### src/rtl/serial_add_ctrl.sv
// Bit-serial adder controller: one full-adder cell walked LSB-first over WIDTH bits.
// Optional subtract mode (sub port, inverted B, carry seed 1) under SERIAL_ADD_SUB_EN.
module serial_add_ctrl #(
    parameter int WIDTH = 8
) (
    input  logic             clk,
    input  logic             rst_n,
    input  logic             start,
    input  logic [WIDTH-1:0] a,
    input  logic [WIDTH-1:0] b,
`ifdef SERIAL_ADD_SUB_EN
    input  logic             sub,
`endif
    output logic             busy,
    output logic             done,
    output logic [WIDTH-1:0] sum,
    output logic             carry_out
);

    localparam int CW = $clog2(WIDTH);
    localparam logic [CW-1:0] LAST = CW'(WIDTH - 1);

    typedef enum logic [1:0] {IDLE, RUN, DONE} state_t;

    state_t           state_q, state_d;
    logic [WIDTH-1:0] a_q, a_d;
    logic [WIDTH-1:0] b_q, b_d;
    logic [WIDTH-2:0] res_q, res_d;
    logic [WIDTH-1:0] sum_q, sum_d;
    logic [CW-1:0]    cnt_q, cnt_d;
    logic             c_q, c_d;
    logic             cout_q, cout_d;
    logic             b_bit, seed;
    logic             ha1_s, ha1_c, ha2_s, ha2_c, c_next;
    logic [WIDTH-1:0] res_next;

`ifdef SERIAL_ADD_SUB_EN
    logic sub_q, sub_d;
    assign b_bit = b_q[0] ^ sub_q;
    assign seed  = sub;
`else
    assign b_bit = b_q[0];
    assign seed  = 1'b0;
`endif

    // Full adder built from two half-adder stages plus the carry OR.
    assign ha1_s    = a_q[0] ^ b_bit;
    assign ha1_c    = a_q[0] & b_bit;
    assign ha2_s    = ha1_s ^ c_q;
    assign ha2_c    = ha1_s & c_q;
    assign c_next   = ha1_c | ha2_c;
    assign res_next = {ha2_s, res_q};

    always_comb begin
        state_d = state_q;
        a_d     = a_q;
        b_d     = b_q;
        res_d   = res_q;
        sum_d   = sum_q;
        cnt_d   = cnt_q;
        c_d     = c_q;
        cout_d  = cout_q;
`ifdef SERIAL_ADD_SUB_EN
        sub_d   = sub_q;
`endif
        unique case (state_q)
            IDLE, DONE: begin
                state_d = IDLE;
                if (start) begin
                    state_d = RUN;
                    a_d     = a;
                    b_d     = b;
                    cnt_d   = '0;
                    c_d     = seed;
`ifdef SERIAL_ADD_SUB_EN
                    sub_d   = sub;
`endif
                end
            end
            RUN: begin
                a_d   = {1'b0, a_q[WIDTH-1:1]};
                b_d   = {1'b0, b_q[WIDTH-1:1]};
                res_d = res_next[WIDTH-1:1];
                c_d   = c_next;
                cnt_d = cnt_q + 1'b1;
                if (cnt_q == LAST) begin
                    state_d = DONE;
                    sum_d   = res_next;
                    cout_d  = c_next;
                end
            end
            default: state_d = IDLE;
        endcase
    end

    always_ff @(posedge clk or negedge rst_n) begin
        if (!rst_n) begin
            state_q <= IDLE;
            a_q     <= '0;
            b_q     <= '0;
            res_q   <= '0;
            sum_q   <= '0;
            cnt_q   <= '0;
            c_q     <= 1'b0;
            cout_q  <= 1'b0;
`ifdef SERIAL_ADD_SUB_EN
            sub_q   <= 1'b0;
`endif
        end else begin
            state_q <= state_d;
            a_q     <= a_d;
            b_q     <= b_d;
            res_q   <= res_d;
            sum_q   <= sum_d;
            cnt_q   <= cnt_d;
            c_q     <= c_d;
            cout_q  <= cout_d;
`ifdef SERIAL_ADD_SUB_EN
            sub_q   <= sub_d;
`endif
        end
    end

    assign busy      = (state_q == RUN);
    assign done      = (state_q == DONE);
    assign sum       = sum_q;
    assign carry_out = cout_q;

endmodule

### config.mk
export PLATFORM = sky130hd
export DESIGN_NAME = serial_add_ctrl
export DESIGN_NICKNAME = d
export VERILOG_FILES = /design/src/rtl/serial_add_ctrl.sv
export SDC_FILE = /design/constraint.sdc
export NUM_CORES = 1
export LEC_CHECK = 0
export CORE_ASPECT_RATIO = 0.8
export CORE_MARGIN = 2
export CORE_UTILIZATION = 56
export CTS_CLUSTER_DIAMETER = 100
export DETAILED_ROUTE_END_ITERATION = 6
export GPL_TIMING_DRIVEN = 0
export PLACE_DENSITY = 0.91
export SLEW_MARGIN = 10
export SYNTH_ARGS = -nofsm -noshare
export SYNTH_HDL_FRONTEND = slang
export SYNTH_SLANG_ARGS = --single-unit
### constraint.sdc
create_clock -name clk -period 2.7 [get_ports clk]
set_clock_uncertainty 0.15 [all_clocks]
set_input_delay 0.27 -clock clk [delete_from_list [all_inputs] [get_ports clk]]
set_output_delay 0.27 -clock clk [all_outputs]
set_load 0.02 [all_outputs]
==> results of run 1 <==
layout make-up:
type | instances | area [sq um] | share of cell area (%)
flip-flops and latches | 38 | 951 | 42.3
multi-input cells | 106 | 779 | 34.7
repair buffers | 30 | 295 | 13.1
clock buffers | 5 | 68.8 | 3.06
plain buffers | 9 | 51.3 | 2.28
well taps | 40 | 50.0 | 2.23
clock inverters | 3 | 40.0 | 1.78
inverters | 2 | 10.0 | 0.446
layer usage:
| metal | part of all wire (%) | GRT usage (%) | vias up |
|---|---|---|---|
| li1 | - | - | 612 |
| met1 | 45 | 29.6 | 656 |
| met2 | 50 | 36.0 | 32 |
| met3 | 3.4 | 4.53 | 9 |
| met4 | 1.6 | 7.14 | 0 |
| met5 | 0 | 0 | - |
cell families (layout without fill, tap and decap cells):
group	Yosys count	after routing
DFF	38	38
adders and majority gates	3	3
and+or+nand+nor	48	48
muxes	24	24
AOI/OAI and AO/OA	31	31
buffers and inverters	11	49
cell usage after synthesis:
| master | instances | area share [%] |
|---|---|---|
| a211oi_1 | 10 | 4.2 |
| a21oi_1 | 10 | 2.8 |
| a22o_1 | 3 | 1.5 |
| a22oi_1 | 1 | 0.42 |
| buf_2 | 5 | 1.4 |
| buf_4 | 1 | 0.42 |
| buf_6 | 1 | 0.63 |
| clkbuf_1 | 2 | 0.42 |
| dfrtp_1 | 38 | 53 |
| fa_1 | 1 | 1.1 |
| ha_1 | 2 | 1.4 |
| inv_1 | 1 | 0.21 |
| inv_4 | 1 | 0.35 |
| mux2_2 | 3 | 1.9 |
| mux2_4 | 9 | 7.5 |
| mux2i_1 | 12 | 6.7 |
| nand2_1 | 22 | 4.6 |
| nand2_8 | 1 | 1.1 |
| nand2b_1 | 1 | 0.35 |
| nand2b_4 | 1 | 0.77 |
| nand3_1 | 4 | 1.1 |
| nor2_1 | 4 | 0.84 |
| nor2b_1 | 12 | 4.2 |
| nor3_1 | 3 | 0.84 |
| o21ai_0 | 4 | 1.1 |
| o22ai_1 | 3 | 1.0 |
sequential cells by signal (all words and copies together) (netlist names):
name,cells
b_q,8
cnt_q,3
c_q,1
carry_out,1
sum,8
state_q,2
res_q,7
a_q,8
stage by stage:
stage | instance area, sq um | std cells | total power [mW]
6_report | 2250 | 233 | 2.64
3_3_place_gp | 2130 | 224 | 2.09
2_1_floorplan | 1790 | 155 | 1.79
5_1_grt | 2250 | 233 | 2.82
4_1_cts | 2250 | 233 | 2.65
3_5_place_dp | 2130 | 224 | 2.17
repair_timing:
item                                   4_1_cts  5_1_grt
endpoints found under the hold margin       38        0
gates resized for setup                      0        0
hold buffers                                 1        0
power breakdown:
part,leakage (nW),switching (mW),internal [mW]
combinational,0.480,0.555,0.571
clock,0.0579,0.200,0.272
sequential,0.465,0.202,0.842
total,1.00,0.958,1.69
how the worst max path moves through the flow:
stage / endpoint / start / depth (start not counted)
after floorplan: cnt_q[2] / cnt_q[0] / 4
after global placement: sum[0] / rst_n / 1
after global routing: busy / state_q[1] / 5
after detailed placement: busy / state_q[1] / 5
after CTS: busy / state_q[1] / 5
final: busy / state_q[1] / 5
==> qor.yml, run 1 <==
yosys:
  synth_fp_nets: 177
  synth-compound-area-share_pct: 11.0
  ys_warn_count: 0
  syn_avg_cell_area_sq_um: 11.6
  synth.area.mux_share_pct: 16.1
  synth_seq_area_share_pct: 53.1
  postSynthCellCount: 155
  synth_seq_cells: 38
  synth_xor_area_share_pct: 0
  synth_fa_ha_area_share_pct: 2.51
  synth_area_sq_um: 1790
  yosys.cell_types.count: 26
  synth_top_family_by_area: "multiplexers"
  yosys.area_share.simple_pct: 13.8
drt:
  drt-pass1-iter-count: 4
  drc: 0
  num_vias: 1309
  routedWlPerCell_um: 15.7
  drt-total-wl_mm: 3.65
  vias_per_cell: 5.62
  drtAntennaViolNets: 0
  drt_iter0_drc: 80
critical_path:
  crit_path_end_kind: "primary output"
  crit_family: "buffers and inverters"
  worstReg2RegEnd: "cnt_q[2]"
  r2r_setup_slack_ns: 1.08
  r2r_cells: 4
  cp.arrival_ns: 1.94
  cp.buffers_inverters: 4
  critPathLaunchType: "flop"
  required_ns: 2.28
  crit_chain: "buf_6, nand2b_4, inv_4, buf_2, clkdlybuf4s50_1"
  critPathKind: "reg -> out"
  crit_slowest_cell: "clkdlybuf4s50_1"
  r2r_start: "cnt_q[0]"
  crit_path_max_incr_delay_ns: 0.63
  crit_path_max_fanout: 10
clock_network:
  clk_pin_slew_ns: 0.08
  cts_tree: "built"
  cts_max_level: 2
  postCtsSetupRepairBufs: 0
  cts.path.max_buffers: 2
  cts_root_buffer: "clkbuf_8"
  numClockSinks: 38
  cts_buffers: 5
  insertion_delay_ns: 0.29
power:
  ir_worst_vdd_mv: 0.863
  power_density_nw_per_um2: 1180
  p_leak_nw: 1.00
hold_path:
  hp-start: "sum[5]"
  whs_path_depth: 1
  hold_class: "reg -> reg"
  hold_end: "sum[5]"
sta:
  setup_ws_ns: 0.338
  rsz0062_at_grt: "no"
  worst_slew_margin_rel_pct: 44.3
  period_needed_ns: 2.36
  drv_slew: 0
  whs_ns: 0.360
  tightest_slew_ns: 0.835
  fin_crit_sh_pct: 87.5
  max_freq_mhz: 423
  setup_viol: 0
  finalSetupTns_ns: 0
  finalHoldViolations: 0
cells_and_area:
  final_common_cell: "dfrtp_1"
  utilization_pct: 73.3
  antennaDiodeCount: 0
  fill_cells: 217
  syn_to_final_growth_pct: 25.3
  drive_gt1_share_pct: 16.1
  final_cell_mix: "dfrtp_1 (38), clkdlybuf4s50_1 (28), nand2_1 (22)"
  nNetsFinal: 214
die:
  die_w_um: 67.2
  rows: 18
  dieArea_sq_um: 3670
  io_pins: 30
  fp.dieH_um: 54.6
  start_util_pct: 58.5
  core_sq_um: 3060
status:
  status: "finished clean"
place:
  port_buffers: 29
  place.gp.congestion: 0.792
  pre_cts_slack_ns: 0.665
  dp_hpwl_mm: 2.57
grt:
  grt-ovfl-total: 0
  grt_max_degree: 39
  grt_antenna_before_repair: 0
  grt_pass1_wl_mm: 5.86
  grt_pass1_vias: 1262
  grt_usage_pct: 21.9
job:
  cap_violations: 0
No activity file was read; power rests on OpenSTA's default activity.
==> run 2: changes to the inputs <==
--- a/config.mk
+++ b/config.mk
@@ -5,10 +5,12 @@
 export SDC_FILE = /design/constraint.sdc
 export NUM_CORES = 1
 export LEC_CHECK = 0
+export ABC_AREA = 0
 export CORE_ASPECT_RATIO = 0.8
 export CORE_MARGIN = 2
 export CORE_UTILIZATION = 56
 export CTS_CLUSTER_DIAMETER = 100
+export CTS_CLUSTER_SIZE = 25
 export DETAILED_ROUTE_END_ITERATION = 6
 export GPL_TIMING_DRIVEN = 0
 export PLACE_DENSITY = 0.91
==> results of run 2 <==
Final layout, timing and power as in run 1 (identical DEF).
